**src/rtl/layer_fold_scheduler.sv**
```systemverilog
// Network-pass sequencer: steps the layer config bank, walks each layer's
// row/column tile folds with a start/done handshake, and runs optional pooling.
module layer_fold_scheduler #(
    parameter int NUM_LAYERS = 5,
    parameter int CFG_WAIT   = 2
) (
    input  logic       clk,
    input  logic       rst_n,
    input  logic       start,
    input  logic [7:0] fold_rows,
    input  logic [7:0] fold_cols,
    input  logic       pooling_en,
    input  logic [3:0] layer_index,
    output logic       layer_switch_signal,
    output logic       tile_start,
    output logic [7:0] tile_row_idx,
    output logic [7:0] tile_col_idx,
    input  logic       tile_done,
    output logic       pool_start,
    input  logic       pool_done,
    output logic [2:0] cur_layer,
    output logic       busy,
    output logic       net_done,
    output logic       cfg_err
);

    localparam logic [3:0] S_IDLE       = 4'd0;
    localparam logic [3:0] S_SWITCH     = 4'd1;
    localparam logic [3:0] S_CFG        = 4'd2;
    localparam logic [3:0] S_TILE_ISSUE = 4'd3;
    localparam logic [3:0] S_TILE_WAIT  = 4'd4;
    localparam logic [3:0] S_POOL_ISSUE = 4'd5;
    localparam logic [3:0] S_POOL_WAIT  = 4'd6;
    localparam logic [3:0] S_FINAL      = 4'd7;
    localparam logic [3:0] S_DONE       = 4'd8;

    localparam logic [2:0] LAST_LAYER = 3'(NUM_LAYERS);
    localparam logic [7:0] CFG_LAST   = 8'(CFG_WAIT > 1 ? CFG_WAIT - 1 : 0);

    logic [3:0] state_q, state_d;
    logic [2:0] cur_layer_q, cur_layer_d;
    logic [7:0] wait_q, wait_d;
    logic [7:0] row_q, row_d;
    logic [7:0] col_q, col_d;
    logic [7:0] fold_rows_q, fold_rows_d;
    logic [7:0] fold_cols_q, fold_cols_d;
    logic       pool_en_q, pool_en_d;
    logic       cfg_err_q, cfg_err_d;
    logic       switch_q, tile_start_q, pool_start_q, busy_q, net_done_q;
    logic       last_layer;

    assign last_layer = (cur_layer_q >= LAST_LAYER);

    always_comb begin
        // NOTE: every signal written here gets a default first, so no path
        // through the case statement can infer a latch.
        state_d     = state_q;
        cur_layer_d = cur_layer_q;
        wait_d      = wait_q;
        row_d       = row_q;
        col_d       = col_q;
        fold_rows_d = fold_rows_q;
        fold_cols_d = fold_cols_q;
        pool_en_d   = pool_en_q;
        cfg_err_d   = cfg_err_q;

        case (state_q)
            S_IDLE: begin
                if (start) begin
                    state_d   = S_SWITCH;
                    cfg_err_d = 1'b0;
                end
            end
            S_SWITCH: begin
                state_d = S_CFG;
                wait_d  = 8'd0;
            end
            S_CFG: begin
                if (wait_q == CFG_LAST) begin
                    fold_rows_d = fold_rows;
                    fold_cols_d = fold_cols;
                    pool_en_d   = pooling_en;
                    row_d       = 8'd0;
                    col_d       = 8'd0;
                    // A bank that is out of step with us aborts the pass before any tile.
                    if ({1'b0, cur_layer_q} != layer_index) begin
                        cfg_err_d   = 1'b1;
                        cur_layer_d = 3'd0;
                        state_d     = S_IDLE;
                    end else begin
                        state_d = S_TILE_ISSUE;
                    end
                end else begin
                    wait_d = wait_q + 8'd1;
                end
            end
            S_TILE_ISSUE: state_d = S_TILE_WAIT;
            S_TILE_WAIT: begin
                if (tile_done) begin
                    if (row_q != fold_rows_q) begin
                        row_d   = row_q + 8'd1;
                        state_d = S_TILE_ISSUE;
                    end else if (col_q != fold_cols_q) begin
                        row_d   = 8'd0;
                        col_d   = col_q + 8'd1;
                        state_d = S_TILE_ISSUE;
                    end else if (pool_en_q) begin
                        state_d = S_POOL_ISSUE;
                    end else begin
                        state_d = last_layer ? S_FINAL : S_SWITCH;
                    end
                end
            end
            S_POOL_ISSUE: state_d = S_POOL_WAIT;
            S_POOL_WAIT: begin
                if (pool_done) state_d = last_layer ? S_FINAL : S_SWITCH;
            end
            S_FINAL: state_d = S_DONE;
            S_DONE:  state_d = S_IDLE;
            default: state_d = S_IDLE;
        endcase

        // Layer number moves with entry into SWITCH and is dropped on entry into DONE.
        if (state_d == S_SWITCH) cur_layer_d = cur_layer_q + 3'd1;
        if (state_d == S_DONE)   cur_layer_d = 3'd0;
    end

    // NOTE: state uses non-blocking assignments only, so every register samples
    // the pre-edge values regardless of statement order.
    always_ff @(posedge clk) begin
        if (!rst_n) begin
            state_q      <= S_IDLE;
            cur_layer_q  <= 3'd0;
            wait_q       <= 8'd0;
            row_q        <= 8'd0;
            col_q        <= 8'd0;
            fold_rows_q  <= 8'd0;
            fold_cols_q  <= 8'd0;
            pool_en_q    <= 1'b0;
            cfg_err_q    <= 1'b0;
            switch_q     <= 1'b0;
            tile_start_q <= 1'b0;
            pool_start_q <= 1'b0;
            busy_q       <= 1'b0;
            net_done_q   <= 1'b0;
        end else begin
            state_q      <= state_d;
            cur_layer_q  <= cur_layer_d;
            wait_q       <= wait_d;
            row_q        <= row_d;
            col_q        <= col_d;
            fold_rows_q  <= fold_rows_d;
            fold_cols_q  <= fold_cols_d;
            pool_en_q    <= pool_en_d;
            cfg_err_q    <= cfg_err_d;
            // Pulses are decoded from the next state so they align with the state itself.
            switch_q     <= (state_d == S_SWITCH) || (state_d == S_FINAL);
            tile_start_q <= (state_d == S_TILE_ISSUE);
            pool_start_q <= (state_d == S_POOL_ISSUE);
            busy_q       <= (state_d != S_IDLE) && (state_d != S_DONE);
            net_done_q   <= (state_d == S_DONE);
        end
    end

    assign layer_switch_signal = switch_q;
    assign tile_start          = tile_start_q;
    assign tile_row_idx        = row_q;
    assign tile_col_idx        = col_q;
    assign pool_start          = pool_start_q;
    assign cur_layer           = cur_layer_q;
    assign busy                = busy_q;
    assign net_done            = net_done_q;
    assign cfg_err             = cfg_err_q;

endmodule

```
**config.mk**
```make
export PLATFORM = sky130hd
export DESIGN_NAME = layer_fold_scheduler
export DESIGN_NICKNAME = d
export VERILOG_FILES = /design/src/rtl/layer_fold_scheduler.sv
export SDC_FILE = /design/constraint.sdc
export NUM_CORES = 1
export LEC_CHECK = 0
export ABC_AREA = 1
export CORE_UTILIZATION = 34
export DETAILED_ROUTE_END_ITERATION = 8
export PLACE_DENSITY = 0.63
export SETUP_SLACK_MARGIN = 0.02
export SYNTH_ARGS = -nofsm -noshare
export SYNTH_HDL_FRONTEND = slang
export SYNTH_SLANG_ARGS = --single-unit
```
**constraint.sdc**
```tcl
create_clock -name clk -period 2.1 [get_ports clk]
set_input_delay 0.63 -clock clk [delete_from_list [all_inputs] [get_ports clk]]
set_output_delay 0.63 -clock clk [all_outputs]
set_load 0.02 [all_outputs]
```
==> flow_summary.toml, run 1 <==
[timing]
worst_pin_slew_ps = 290
fin_setup_tns_ps = 0
final.period_utilization_pct = 95.4
holdWs_ps = 470
relSlewSlack_pct = 80.7
skew_ps = 3.12
setup_viol = 0
rsz0062_at_grt = "no"
max_freq_mhz = 499
report.final.slew_viol_count = 0
finalCriticalPeriod_ps = 2000
finalHoldViolCount = 0

[job]
maxCapViolCount = 0

[logic_synthesis]
synth_largest_area_cell = "dfxtp_1"
synth_top_area_share_pct = 36.7
syn_nets = 472
yosysUniqueCellTypes = 37
syn_area_per_cell_um2 = 6.70
yosysSeqAreaShare_pct = 36.7
syn_area_mm2 = 0.00295
syn_inst = 440
ys_top_cells_by_area = "dfxtp_1 37%, nand2_1 14%, inv_1 7.0%"
ys_seq_elements = 54
synth_edf_count = 0
synth_ff_type = "dfxtp_1"
async_flop_share_pct = 0
yosys_warnings = 0

[route]
drc = 0
antenna_left = 0
viasPerCell = 4.73
dr.first_iter.drc_count = 102
wl_per_cell_um = 11.4
firstDrtPassIters = 4
dr_total_vias = 2887
drt_wl_total_mm = 6.94

[cts]
cts_inserted_buffers = 5
ctsResizeCount = 0
hold_buffers = 0
postCtsSetupRepairBufs = 0
clockBufferDepth = 2
htreeDepth = 2
cts.clk_slew.worst_paths_ps = 90
insertion_delay_ps = 300
clock_sinks = 54
cts_tree = "done"
clockRootBuffer = "clkbuf_8"

[global_routing]
grt-ovfl-total = 0
antenna_found_initial = 0
grt_pass1_wl_mm = 11.9
grt_max_degree = 32
grt_use_total_pct = 16.5
grt_pass1_vias = 2732

[outcome]
status = "complete, no violations"

[setup_path]
r2r-start = "cur_layer[1]"
path_buf_inv = 1
startpoint = "cur_layer[0]"
crit_path_start_kind = "flop"
crit_type = "reg2out"
crit_family = "buffers and inverters"
crit_chain = "clkdlybuf4s50_1"
worstPathMaxFanout = 5
arrival_ps = 1370
critPathCaptureType = "output port"
critPathMaxStageDelay_ps = 650
crit_required_ps = 1470
cp_slowest_cell = "clkdlybuf4s50_1"

[finish]
seqCellArea_mm2 = 0.00108
multiInputGateArea_mm2 = 0.00158
diodes = 0
syn_to_final_growth_pct = 27.7
drive_above_1_share_pct = 11.3
post-route-cell-area_mm2 = 0.00376
nets = 537
layout.cells.non_filler = 610
fillerInstances = 856

[floorplanning]
initial_core_util_pct = 35.5
die_h_um = 95.1
core_area_mm2 = 0.00830
row_count = 33
ios = 51
dieArea_mm2 = 0.00905
die_w_um = 95.1

[placement]
globalplace.congestion = 0.822
hpwl_mm = 5.31
dp.cells = 603
io_buffers = 50
placedInstanceArea_mm2 = 0.00366

[power_and_ir_drop]
p_leak_uw = 0.00164
p_per_area_mw_per_mm2 = 550
p_total_uw = 2070
vdd_ir_drop_max_uv = 236

[hold_path]
hp-start = "fold_rows_q[7]"
hold_class = "reg2reg"
==> flip-flops by register name, summed over array words and instances (netlist names), 3 cells and up <==
name          count
state_q           4
fold_rows_q       8
fold_cols_q       8
tile_row_idx      8
wait_q            8
tile_col_idx      8
cur_layer         3
==> cell families (layout without fill, tap and decap cells) <==
kind of cell	count (synthesis)	count (layout)	synth area share [%]
AO/OA/AOI/OAI	71	71	13.5
XOR/XNOR	11	11	3.27
adder cells (fa/ha/maj)	6	6	2.55
buffers and inverters	77	142	10.1
flip-flops	54	54	36.7
AND/OR/NAND/NOR	221	221	33.9
==> cell usage after synthesis, types with 2 or more instances <==
cell,number
nor3b_1,4
nand2_2,6
o21ai_0,25
o21ai_2,2
dfxtp_1,54
a31oi_1,2
xor2_1,10
nand2_1,108
nand2_4,2
nor2_4,3
nand3_1,21
ha_1,6
nor4_1,3
a21oi_2,3
inv_2,12
clkbuf_1,3
a21oi_1,35
nor3_1,12
inv_1,55
clkinv_1,2
nor2_1,49
nand4_1,8
==> routing by layer <==
metal,global-route usage [%],routed length [um],vias up
met5,0,0,-
met4,4.92,65,0
met3,3.27,310,7
met2,28.7,3160,46
met1,20.4,3410,1301
li1,-,-,1533
==> per-stage QoR <==
step	setup slack, ps	util [%]
after floorplan	326	-
after global placement	-97.9	44.1
after detailed placement	-158	44.1
after CTS	34.6	45.0
after global routing	26.7	45.3
final	97.1	45.3
==> report_power, final <==
group	switching, uW	internal (uW)	total (uW)
sequential	30.6	1050	1090
clock	313	231	544
combinational	255	188	443
total	598	1470	2070
==> placed cells by master (no fill, tap or decap), types with 8 or more instances in the layout <==
| cell type | count |
|---|---|
| nand2_1 | 108 |
| inv_1 | 55 |
| dfxtp_1 | 52 |
| nor2_1 | 48 |
| clkdlybuf4s50_1 | 43 |
| a21oi_1 | 35 |
| o21ai_0 | 25 |
| nand3_1 | 20 |
| buf_4 | 15 |
| inv_2 | 12 |
| nor3_1 | 12 |
| xor2_1 | 10 |
| nand4_1 | 8 |
==> cell type report <==
type | instances | area share [%]
multi-input combinational | 309 | 41.9
sequential | 54 | 28.8
timing repair buffer | 65 | 16.8
inverter | 70 | 7.05
tap | 105 | 3.49
clock buffer | 7 | 2.03
==> path summary, 6_finish.rpt <==
path	to	slack [ps]	cells past startpoint
worst max-delay path	cur_layer[0]	100	1
worst min register to register	fold_rows_q[7]	470	2
worst max register to register	cur_layer[2]	250	13
worst min-delay path	fold_rows_q[7]	470	2
(Power assumes the default switching activity.)
==> run 2, diff against run 1 <==
--- a/config.mk
+++ b/config.mk
@@ -7,6 +7,7 @@
 export LEC_CHECK = 0
 export ABC_AREA = 1
 export CORE_UTILIZATION = 34
+export CTS_CLUSTER_SIZE = 25
 export DETAILED_ROUTE_END_ITERATION = 8
 export PLACE_DENSITY = 0.63
 export SETUP_SLACK_MARGIN = 0.02
==> results of run 2 <==
Same layout as run 1: the final DEF is identical, and so are final timing and power.
